`config.mk`:
```
export PLATFORM = sky130hd
export DESIGN_NAME = inst_fetch_flat
export DESIGN_NICKNAME = d
export VERILOG_FILES = /design/src/rtl/inst_fetch_if.sv /design/src/rtl/inst_fetch.sv /design/src/flat_wrapper.sv
export SDC_FILE = /design/constraint.sdc
export NUM_CORES = 1
export LEC_CHECK = 0
export ABC_CLOCK_PERIOD_IN_PS = 2100
export CORE_UTILIZATION = 47
export DETAILED_ROUTE_END_ITERATION = 7
export PLACE_DENSITY_LB_ADDON = 0.08
export SETUP_SLACK_MARGIN = 0.02
export SLEW_MARGIN = 5
export SYNTH_ARGS = -nofsm -noshare
export SYNTH_HDL_FRONTEND = slang
export SYNTH_SLANG_ARGS = --single-unit
```
`constraint.sdc`:
```
create_clock -name clk -period 2.1 [get_ports clk]
set_clock_uncertainty 0.15 [all_clocks]
set_input_delay 0.42 -clock clk [delete_from_list [all_inputs] [get_ports clk]]
set_output_delay 0.42 -clock clk [all_outputs]
set_load 0.01 [all_outputs]
```
`src/rtl/inst_fetch_if.sv`:
```
// rtl/inst_fetch_if.sv - instruction memory request/response bundle for the fetch stage
interface inst_fetch_if;
    logic        req;
    logic [31:0] addr;
    logic        rvalid;
    logic [31:0] rdata;

    // Fetch stage drives requests and consumes responses
    modport master (
        output req,
        output addr,
        input  rvalid,
        input  rdata
    );

    // Instruction memory consumes requests and returns responses
    modport slave (
        input  req,
        input  addr,
        output rvalid,
        output rdata
    );
endinterface

```
`src/rtl/inst_fetch.sv`:
```
// rtl/inst_fetch.sv - instruction fetch stage with IF/ID register, skid buffer and branch replay
module inst_fetch (
    input  logic                clk,
    input  logic                clr,
    input  logic [31:0]         pc_i,
    input  logic                ce_i,
    input  logic [5:0]          stall,
    input  logic                branch_flag_i,
    input  logic [31:0]         branch_target_address_i,
    inst_fetch_if.master        imem,
    output logic                stallreq_o,
    output logic                branch_flag_o,
    output logic [31:0]         branch_target_o,
    output logic [31:0]         id_pc_o,
    output logic [31:0]         id_inst_o
);

    typedef enum logic [1:0] {
        S_IDLE = 2'd0,
        S_WAIT = 2'd1,
        S_HOLD = 2'd2
    } state_t;

    state_t      state;
    logic [31:0] addr_q;
    logic [31:0] buf_pc;
    logic [31:0] buf_inst;
    logic        pend_q;
    logic [31:0] pend_tgt;

    logic        deliver;
    logic [31:0] dlv_pc;
    logic [31:0] dlv_inst;

    // Only the PC, IF and ID stall bits matter to this stage
    logic        unused_stall;
    assign unused_stall = &{1'b0, stall[5:3]};

    // Memory request, stall request and delivery selection; stallreq_o never
    // looks at stall so no combinational loop can form through ctrl
    always_comb begin
        imem.req   = 1'b0;
        imem.addr  = addr_q;
        stallreq_o = 1'b0;
        deliver    = 1'b0;
        dlv_pc     = buf_pc;
        dlv_inst   = buf_inst;
        case (state)
            S_IDLE: begin
                imem.req   = ce_i;
                imem.addr  = pc_i;
                stallreq_o = ce_i;
            end
            S_WAIT: begin
                stallreq_o = ~imem.rvalid;
                if (imem.rvalid && !stall[1]) begin
                    deliver  = 1'b1;
                    dlv_pc   = addr_q;
                    dlv_inst = imem.rdata;
                end
            end
            S_HOLD: begin
                if (!stall[1]) begin
                    deliver = 1'b1;
                end
            end
            default: begin
                stallreq_o = 1'b0;
            end
        endcase
    end

    // Fetch FSM: one outstanding request, response parked in the skid buffer
    // when IF is stalled so it is never dropped
    always_ff @(posedge clk) begin
        if (clr) begin
            state    <= S_IDLE;
            addr_q   <= 32'h0;
            buf_pc   <= 32'h0;
            buf_inst <= 32'h0;
        end else begin
            case (state)
                S_IDLE: begin
                    if (ce_i) begin
                        addr_q <= pc_i;
                        state  <= S_WAIT;
                    end
                end
                S_WAIT: begin
                    if (imem.rvalid) begin
                        if (stall[1]) begin
                            buf_pc   <= addr_q;
                            buf_inst <= imem.rdata;
                            state    <= S_HOLD;
                        end else begin
                            state <= S_IDLE;
                        end
                    end
                end
                S_HOLD: begin
                    if (!stall[1]) begin
                        state <= S_IDLE;
                    end
                end
                default: begin
                    state <= S_IDLE;
                end
            endcase
        end
    end

    // IF/ID pipeline register: load on delivery, bubble when IF is stalled
    // but ID runs or when IF runs with nothing to hand over, else hold
    always_ff @(posedge clk) begin
        if (clr) begin
            id_pc_o   <= 32'h0;
            id_inst_o <= 32'h0;
        end else if (deliver) begin
            id_pc_o   <= dlv_pc;
            id_inst_o <= dlv_inst;
        end else if (stall[1] && !stall[2]) begin
            id_pc_o   <= 32'h0;
            id_inst_o <= 32'h0;
        end else if (!stall[1]) begin
            id_pc_o   <= 32'h0;
            id_inst_o <= 32'h0;
        end
    end

    // A redirect seen while pc_reg is frozen is kept and replayed until the
    // first cycle pc_reg can move; later redirects never overwrite it
    always_ff @(posedge clk) begin
        if (clr) begin
            pend_q   <= 1'b0;
            pend_tgt <= 32'h0;
        end else if (!stall[0]) begin
            pend_q <= 1'b0;
        end else if (branch_flag_i && !pend_q) begin
            pend_q   <= 1'b1;
            pend_tgt <= branch_target_address_i;
        end
    end

    assign branch_flag_o   = branch_flag_i | pend_q;
    assign branch_target_o = pend_q ? pend_tgt : branch_target_address_i;

endmodule

```
`src/flat_wrapper.sv`:
```
// flat-port wrapper written by rule: the top's interface ports become plain ports
module inst_fetch_flat 
  (clk, clr, pc_i, ce_i, stall, branch_flag_i, branch_target_address_i, stallreq_o, branch_flag_o, branch_target_o, id_pc_o, id_inst_o, imem_req, imem_addr, imem_rvalid, imem_rdata);
  inst_fetch_if imem_i ();
  input  logic clk;
  input  logic clr;
  input  logic [31:0] pc_i;
  input  logic ce_i;
  input  logic [5:0] stall;
  input  logic branch_flag_i;
  input  logic [31:0] branch_target_address_i;
  output logic stallreq_o;
  output logic branch_flag_o;
  output logic [31:0] branch_target_o;
  output logic [31:0] id_pc_o;
  output logic [31:0] id_inst_o;
  output wire logic [$bits(imem_i.req)-1:0] imem_req;
  output wire logic [$bits(imem_i.addr)-1:0] imem_addr;
  input wire logic [$bits(imem_i.rvalid)-1:0] imem_rvalid;
  input wire logic [$bits(imem_i.rdata)-1:0] imem_rdata;
  assign imem_req = imem_i.req;
  assign imem_addr = imem_i.addr;
  assign imem_i.rvalid = imem_rvalid;
  assign imem_i.rdata = imem_rdata;
  inst_fetch u_core (.clk(clk), .clr(clr), .pc_i(pc_i), .ce_i(ce_i), .stall(stall), .branch_flag_i(branch_flag_i), .branch_target_address_i(branch_target_address_i), .imem(imem_i), .stallreq_o(stallreq_o), .branch_flag_o(branch_flag_o), .branch_target_o(branch_target_o), .id_pc_o(id_pc_o), .id_inst_o(id_inst_o));
endmodule
```
==> results.py, run 1 <==
metrics = {
    "run_status": {
        "status": "finished with violations",
        "violations": "setup timing",
    },
    "placement": {
        "io_buffers": 234,
        "gp_routability_congestion": 0.750,
        "placed_area_sq_um": 10800,
        "dp_hpwl_um": 13400,
    },
    "global_route": {
        "grt_max_degree": 133,
        "antenna_found_initial": 0,
        "grt_pass1_wl_um": 34500,
        "grt_usage_pct": 24.7,
        "overflow": 0,
        "grt_pass1_vias": 6881,
    },
    "die": {
        "die-area_sq_um": 17500,
        "io_pins": 238,
        "start_util_pct": 48.1,
        "core_area_sq_um": 16600,
        "die_w_um": 132,
        "die_h_um": 132,
        "rows": 47,
    },
    "timing": {
        "finalHoldViolCount": 0,
        "fmax_mhz": 441,
        "finalSetupViolations": 37,
        "fin_tns_setup_ns": -3.51,
        "min_period_over_period_pct": 108,
        "report.final.slew_viol_count": 0,
        "finalWorstSetupSlack_ns": -0.168,
        "worstMarginPinSlew_ns": 0.622,
        "holdWs_ns": 0.295,
        "rsz0062_at_grt": "yes",
        "layout_min_cycle_time_ns": 2.27,
        "relSlewSlack_pct": 58.5,
    },
    "drt": {
        "drc": 0,
        "avgRoutedWirePerCell_um": 15.6,
        "top_layer_used": "met4",
        "dr_wl_met2_um": 10600,
        "drt_first_iter_violations": 378,
        "drt-total-wl_um": 22200,
        "vias": 7243,
        "vias_per_cell": 5.10,
        "wl_met1_um": 9990,
        "dr.pass1.iters": 6,
        "wl_met3_um": 1250,
        "ant_nets": 0,
    },
    "synthesis": {
        "ys_ff_latch": 195,
        "netlist_area_sq_um": 7980,
        "syn_nets": 1048,
        "synth_cells": 936,
        "yosysWarnings": 0,
        "synth_cell_types": 27,
        "postSynthAreaPerCell_sq_um": 8.52,
        "yosysSeqAreaShare_pct": 48.9,
    },
    "clocking": {
        "cts_buffers": 17,
        "cts.clk_slew.worst_paths_ns": 0.07,
        "cts_sinks": 195,
        "clk_latency_ns": 0.42,
        "cts_root_buf": "clkbuf_16",
        "max-clock-path-buffers": 2,
        "cts_max_level": 4,
        "cts_tree": "yes",
    },
    "layout": {
        "fin_area_sq_um": 12100,
        "finish.net_count": 1299,
        "final_cell_mix": "322 x nand2_1, 192 x dfxtp_1, 166 x clkdlybuf4s50_1, 129 x a21oi_1, 73 x buf_6",
        "antenna_cells": 0,
        "layout_commonest_cell": "nand2_1",
        "drive_above_1_share_pct": 20.8,
        "area_growth_pct": 51.2,
    },
    "critical_path": {
        "crit_path_end": "imem_addr[26]",
        "required_ns": 1.53,
        "r2r_cells": 9,
        "end_kind": "output port",
        "r2r_slack_ns": 0.07,
        "arrival_ns": 1.70,
        "critPathMaxFanout": 7,
        "timing.rr.end": "u_core.id_inst_o[19]",
        "crit_path_start_kind": "flop",
        "r2r-start": "u_core.state[0]",
        "critPathKind": "reg -> out",
        "startpoint": "u_core.state[0]",
    },
    "power": {
        "power_leakage_nw": 4.99,
        "ir_drop_v": 0.000498,
        "powerDensity_nw_per_um2": 723,
        "power_mw": 8.73,
    },
    "job": {
        "maxCapViolCount": 0,
    },
    "worst_hold_path": {
        "hp-class": "reg -> reg",
    },
}
metrics by stage:
step                      setup slack (ns)  utilization, %  std cells
after CTS                           -0.217            70.4       1411
final                               -0.168            72.7       1420
after global placement              -0.318            65.0       1363
after detailed placement            -0.317            65.0       1363
after global routing                -0.214            72.7       1420
after floorplan                     0.0950               -        936
registers in the layout, summed over array words and instances (netlist names):
name and count:
u_core.buf_pc 32, u_core.pend_q 1, u_core.buf_inst 32, u_core.id_pc_o 32, u_core.state 2, u_core.id_inst_o 32, u_core.pend_tgt 32, u_core.addr_q 32
area by class of cell:
type | count | area (sq um)
Clock buffer | 20 | 467
Inverter | 4 | 20.0
Timing Repair Buffer | 302 | 3250
Fill cell | 1244 | 4520
Sequential cell | 195 | 3910
Clock inverter | 12 | 130
Tap cell | 220 | 275
Multi-Input combinational cell | 667 | 4000
worst min path at each step:
stage / from / endpoint / slack, ns / cells past startpoint
after floorplan: u_core.pend_tgt[0] / u_core.pend_tgt[0] / 0.28 / 2
after global placement: u_core.id_inst_o[18] / u_core.id_inst_o[18] / 0.28 / 2
after detailed placement: u_core.id_inst_o[24] / u_core.id_inst_o[24] / 0.29 / 2
after CTS: u_core.id_inst_o[24] / u_core.id_inst_o[24] / 0.30 / 2
after global routing: u_core.buf_pc[1] / u_core.buf_pc[1] / 0.32 / 2
final: u_core.id_inst_o[13] / u_core.id_inst_o[13] / 0.29 / 2
metal layers:
layer  GRT usage (%)  up-vias
met3            5.96       27
met4            8.24        0
met1            31.4     3383
met5               0        -
li1                -     3632
met2            41.0      201
cells by family after synthesis:
family          Yosys count  synth area share (%)
simple gates            336                  16.3
compound gates          198                  12.6
flops                   195                  48.9
mux                     128                  17.1
buf+inv                  74                  4.33
fa+ha+maj                 5                 0.784
critical path: stages (launching register included):
cell	delay [ns]
dfxtp_2	0.33
inv_4	0.08
ha_4	0.20
buf_12	0.15
buf_6	0.10
mux2_4	0.29
buf_6	0.12
synthesized netlist by cell type, drive strengths merged:
master | count | area [sq um]
a21oi | 130 | 651
nand2b | 2 | 12.5
and3 | 1 | 6.26
or2 | 1 | 6.26
nand3 | 2 | 10.0
dfxtp | 195 | 3900
o31ai | 1 | 7.51
and3b | 3 | 26.3
a311o | 1 | 10.0
mux2 | 64 | 721
nand2 | 323 | 1210
or4b | 1 | 10.0
a311oi | 1 | 8.76
mux2i | 64 | 641
clkbuf | 41 | 155
a31oi | 1 | 6.26
nor2 | 1 | 3.75
inv | 4 | 15.0
nand3b | 2 | 15.0
ha | 5 | 62.6
o21ai | 64 | 320
buf | 29 | 175
repair_timing:
item,4_1_cts,5_1_grt
pin swaps,2,2
buffers inserted,13,8
setup endpoints to repair,87,61
gates resized for setup,355,77
gates cloned,3,3
hold buffers,0,0
power breakdown:
group / switching (mW) / total (mW) / internal (mW)
Sequential: 0.0807 / 3.88 / 3.80
Combinational: 0.672 / 1.59 / 0.916
Clock: 1.41 / 3.26 / 1.85
Total: 2.16 / 8.73 / 6.57
(Power assumes the default switching activity.)
==> run 2, diff against run 1 <==
MAX_ROUTING_LAYER = met4   (was unset)
PLACE_DENSITY = 0.8   (was unset)
PLACE_DENSITY_LB_ADDON = unset   (was 0.08)
==> run 2 against run 1 <==
- the flow still finishes with violations (setup timing)
- global-route usage increased by 3.1 points
- worst hold slack better by 0.0017 ns
- fmax shrank 5.0%
- combinational power grew 7%
- non-clock buffer count grew 9
- setup slack worse by 0.12 ns
- clock power barely moved
- final cell count up 0.63%
- core utilization grew 1.5 points
- wire length increased by 8.6%
- die area unchanged
- critical path type unchanged
==> results.py, run 2 (synthesis results as in run 1) <==
metrics = {
    "run_status": {
        "status": "finished with violations",
        "violations": "setup timing",
    },
    "critical_path": {
        "timing.rr.end": "u_core.id_pc_o[10]",
        "r2r_slack_ns": -0.08,
        "r2r_cells": 10,
        "slowest_delay_ns": 0.36,
        "arrival_ns": 1.82,
        "path_buf_inv": 5,
        "crit_path_start_kind": "flop",
        "critPathMaxFanout": 7,
        "required_ns": 1.53,
        "cp_slowest_cell": "dfxtp_2",
        "cp_common_cell": "buf_12",
        "r2r-start": "u_core.state[0]",
        "crit_chain": "inv_4 -> buf_12 -> ha_4 -> buf_12 -> buf_12 -> mux2_4 -> buf_6",
        "crit_family": "buffers and inverters",
        "critPathKind": "reg -> out",
        "end_kind": "output port",
    },
    "timing": {
        "finalHoldViolCount": 0,
        "rsz0062_at_grt": "yes",
        "finalWorstSetupSlack_ns": -0.288,
        "report.final.slew_viol_count": 0,
        "layout_min_cycle_time_ns": 2.39,
        "min_period_over_period_pct": 114,
        "finalSetupViolations": 117,
        "worstMarginPinSlew_ns": 0.567,
        "fmax_mhz": 419,
        "relSlewSlack_pct": 62.2,
    },
    "layout": {
        "register_area_sq_um": 3910,
        "finish.net_count": 1308,
        "num-fill-cells": 1195,
        "fin_area_sq_um": 12300,
        "area_growth_pct": 54.2,
        "final_cell_mix": "322 x nand2_1, 192 x dfxtp_1, 166 x clkdlybuf4s50_1, 129 x a21oi_1, 74 x buf_6",
        "fin_cells": 1429,
        "drive_above_1_share_pct": 21.8,
        "multiInputGateArea_sq_um": 4050,
        "layout_commonest_cell": "nand2_1",
        "antenna_cells": 0,
    },
    "die": {
        "die_h_um": 132,
        "io_pins": 238,
        "core_area_sq_um": 16600,
        "die_w_um": 132,
        "die-area_sq_um": 17500,
        "rows": 47,
        "start_util_pct": 48.1,
    },
    "worst_hold_path": {
        "hp-class": "reg -> reg",
        "hold_path.startpoint": "u_core.id_inst_o[4]",
        "worst_hold_path.endpoint": "u_core.id_inst_o[4]",
        "hold_path_depth": 2,
    },
    "clocking": {
        "ctsHoldBuffers": 0,
        "cts_buffers": 17,
        "cts_root_buf": "clkbuf_16",
        "cts.clk_slew.worst_paths_ns": 0.07,
        "clk_latency_ns": 0.44,
        "max-clock-path-buffers": 2,
        "cts_sinks": 195,
        "cts_tree": "yes",
        "cts_max_level": 4,
    },
    "global_route": {
        "grt_max_degree": 51,
        "grt_pass1_vias": 7342,
        "overflow": 0,
        "antenna_found_initial": 0,
        "grt_pass1_wl_um": 37200,
        "grt_usage_pct": 27.7,
    },
    "drt": {
        "ant_nets": 0,
        "vias_per_cell": 5.31,
        "drt-total-wl_um": 24100,
        "drt_first_iter_violations": 503,
        "drc": 0,
        "vias": 7588,
        "dr.pass1.iters": 5,
        "avgRoutedWirePerCell_um": 16.9,
    },
    "power": {
        "powerDensity_nw_per_um2": 721,
        "seqPwrFrac_pct": 43.8,
        "comb_power_share_pct": 19.2,
        "power_leakage_nw": 5.08,
        "swShare_pct": 25.9,
        "clkPwrFrac_pct": 37.1,
        "p_int_mw": 6.58,
        "ir_drop_v": 0.000604,
        "p_switching_mw": 2.30,
    },
    "job": {
        "maxCapViolCount": 0,
    },
    "placement": {
        "io_buffers": 234,
        "placed_area_sq_um": 10700,
        "place_inst": 1362,
        "dp_hpwl_um": 14300,
        "gp_routability_congestion": 0.799,
    },
}
-- run 2: layout make-up --
cell class                 instances  area share (%)
timing repair buffer             311            28.0
sequential                       195            31.8
tap                              220            2.24
clock inverter                    14            1.37
multi-input combinational        667            32.9
clock buffer                      18            3.49
inverter                           4           0.183
-- run 2: per-stage QoR --
step	utilization (%)	power, mW	TNS [ns]	hold WS [ns]	worst slack [ns]
after floorplan	-	4.55	0	0.283	0.0950
after global placement	64.8	5.23	-16.72	0.285	-0.373
after detailed placement	64.8	5.25	-18.45	0.290	-0.377
after CTS	72.5	8.81	-8.19	0.300	-0.282
after global routing	74.2	9.17	-16.57	0.318	-0.317
final	74.2	8.87	-9.68	0.297	-0.288
-- run 2: worst min-delay path, stage by stage (launching register included) --
cell,delay (ns)
dfxtp_1,0.31
nand2_1,0.05
o21ai_1,0.05
-- run 2: worst max path at each step --
stage          slack (ns)            start            end  depth (start not counted)
5_1_grt             -0.32  u_core.state[0]  imem_addr[24]                          7
3_3_place_gp        -0.37      imem_rvalid     stallreq_o                          4
3_5_place_dp        -0.38      imem_rvalid     stallreq_o                          4
2_1_floorplan        0.09  u_core.state[1]  imem_addr[18]                          5
6_report            -0.29  u_core.state[1]  imem_addr[19]                          7
4_1_cts             -0.28  u_core.state[1]  imem_addr[20]                          7
-- run 2: power by group through the flow --
stage               clock [mW]  sequential [mW]  combinational [mW]
floorplan                    0             3.93               0.613
CTS                       3.33             3.88                1.60
detailed placement           0             3.96                1.30
finish                    3.29             3.88                1.70
global placement             0             3.95                1.28
global route              3.48             3.89                1.79
-- run 2: metal layers --
| metal | vias to the layer above | wire (um) | GRT usage, % |
|---|---|---|---|
| met1 | 3637 | 9960 | 32.3 |
| met5 | - | 0 | - |
| met3 | 59 | 1150 | 5.57 |
| met4 | 0 | 908 | 14.1 |
| met2 | 242 | 12100 | 45.5 |
| li1 | 3650 | - | - |
-- run 2: repair_timing --
action                     in CTS  in global routing
setup buffers                  25                  6
pin swaps                       2                  3
cloned                          8                  1
gates resized for setup       389                 71
setup endpoints to repair      78                117
==> run 3, diff against run 2 <==
ABC_CLOCK_PERIOD_IN_PS = 2500   (was 2100)
CTS_CLUSTER_DIAMETER = 200   (was unset)
clock period = 2.5 ns   (was 2.1 ns; I/O delays follow)
==> run 3 against run 2 <==
- the flow now finishes without violations
- sequential share of layout area up 2.8 points
- power down 19%
- sequential power down 16%
- via count down 6.2%
- register-to-register slack better by 0.44 ns
- core utilization down 6.2 points
- clock-buffer cell count up 2
- die area unchanged
- non-clock buffer count down 43
- sequential cell count unchanged
- clock power down 12%
- cell area down 8.3%
- largest power group unchanged
==> results.py, run 3 (synthesis results as in run 1) <==
metrics = {
    "run_status": {
        "status": "completed",
    },
    "drt": {
        "drt-total-wl_um": 21400,
        "wl_met1_um": 9090,
        "vias": 7114,
        "avgRoutedWirePerCell_um": 15.5,
        "top_layer_used": "met4",
        "ant_nets": 0,
        "dr.pass1.iters": 4,
        "wl_met3_um": 1040,
        "drc": 0,
        "vias_per_cell": 5.13,
        "dr_wl_met2_um": 10700,
        "drt_first_iter_violations": 357,
    },
    "clocking": {
        "ctsHoldBuffers": 0,
        "cts.clk_slew.worst_paths_ns": 0.07,
        "cts_tree": "yes",
        "cts_root_buf": "clkbuf_16",
        "max-clock-path-buffers": 2,
        "cts_sinks": 195,
        "cts_max_level": 4,
        "clk_latency_ns": 0.43,
        "cts_buffers": 17,
    },
    "layout": {
        "fin_area_sq_um": 11300,
        "final_cell_mix": "322 x nand2_1, 193 x dfxtp_1, 178 x clkdlybuf4s50_1, 130 x a21oi_1",
        "area_growth_pct": 41.4,
        "num-fill-cells": 1348,
        "layout_commonest_cell": "nand2_1",
        "register_area_sq_um": 3910,
        "finish.net_count": 1265,
        "drive_above_1_share_pct": 13.7,
        "fin_cells": 1386,
        "multiInputGateArea_sq_um": 3760,
        "antenna_cells": 0,
    },
    "die": {
        "core_area_sq_um": 16600,
        "die-area_sq_um": 17500,
        "start_util_pct": 48.1,
        "die_w_um": 132,
        "io_pins": 238,
        "rows": 47,
        "die_h_um": 132,
    },
    "power": {
        "p_switching_mw": 1.74,
        "power_leakage_nw": 4.52,
        "ir_drop_v": 0.000461,
        "clkPwrFrac_pct": 40.2,
        "comb_power_share_pct": 14.6,
        "seqPwrFrac_pct": 45.2,
        "p_int_mw": 5.46,
        "swShare_pct": 24.2,
        "powerDensity_nw_per_um2": 639,
    },
    "placement": {
        "placed_area_sq_um": 10600,
        "place_inst": 1344,
        "io_buffers": 234,
        "gp_routability_congestion": 0.757,
        "dp_hpwl_um": 13900,
        "pre_cts_slack_ns": -0.177,
    },
    "timing": {
        "worstMarginPinSlew_ns": 0.631,
        "fmax_mhz": 409,
        "layout_min_cycle_time_ns": 2.44,
        "rsz0062_at_grt": "yes",
        "report.final.slew_viol_count": 0,
        "finalSetupViolations": 0,
        "finalHoldViolCount": 0,
        "min_period_over_period_pct": 97.7,
        "holdWs_ns": 0.296,
        "finalWorstSetupSlack_ns": 0.0566,
        "relSlewSlack_pct": 57.9,
    },
    "job": {
        "maxCapViolCount": 0,
    },
    "global_route": {
        "grt_max_degree": 133,
        "grt_pass1_wl_um": 34500,
        "grt_usage_pct": 25.5,
        "overflow": 0,
        "antenna_found_initial": 0,
        "grt_pass1_vias": 6896,
    },
    "critical_path": {
        "crit_path_start_kind": "flop",
        "critPathKind": "reg -> out",
        "end_kind": "output port",
        "arrival_ns": 1.79,
        "critPathMaxFanout": 18,
        "required_ns": 1.85,
    },
    "worst_hold_path": {
        "hp-class": "reg -> reg",
    },
}
==> run 3: path summary, 6_finish.rpt <==
check                                           from                    to  slack, ns  depth (start not counted)
worst max-delay path                   u_core.pend_q   branch_target_o[16]       0.06                          3
worst min-delay path            u_core.id_inst_o[22]  u_core.id_inst_o[22]       0.30                          2
worst max register to register       u_core.state[1]  u_core.id_inst_o[19]       0.36                          7
worst min register to register  u_core.id_inst_o[22]  u_core.id_inst_o[22]       0.30                          2
==> run 3: metal layers <==
metal	up-vias	global-route usage (%)
met3	41	4.58
met4	0	11.4
li1	3556	-
met5	-	-
met2	206	43.2
met1	3311	29.3
==> run 3: repair_timing <==
action | in CTS | in global routing
pin swaps | 1 | 0
buffers inserted | 4 | 4
gates resized for setup | 111 | 19
endpoints found under the setup margin | 66 | 20
gates cloned | 2 | 0
==> run 3: worst max-delay path, stage by stage, from the launching register on <==
cell,delay (ns)
dfxtp_2,0.36
buf_12,0.17
mux2_2,0.35
clkdlybuf4s50_1,0.49
==> run 3: power by group through the flow <==
stage	sequential, mW	clock (mW)	combinational (mW)
final	3.26	2.90	1.05
after global routing	3.27	3.07	1.13
after CTS	3.26	2.93	1.04
after detailed placement	3.32	0	1.06
after global placement	3.32	0	1.05
after floorplan	3.31	0	0.515
==> run 3: cell type report <==
type,instances,share of cell area (%)
flip-flops and latches,195,34.6
multi-input cells,667,33.4
repair buffers,268,23.9
clock buffers,20,3.96
well taps,220,2.44
clock inverters,12,1.60
inverters,4,0.133
==> run 3: stage by stage <==
stage                     total power, mW  TNS [ns]  util [%]
after floorplan                      3.82         0         -
after global placement               4.37    -0.138      63.9
after detailed placement             4.38    -0.177      63.9
after CTS                            7.22   -0.0352      67.7
after global routing                 7.47         0      68.0
final                                7.21         0      68.0
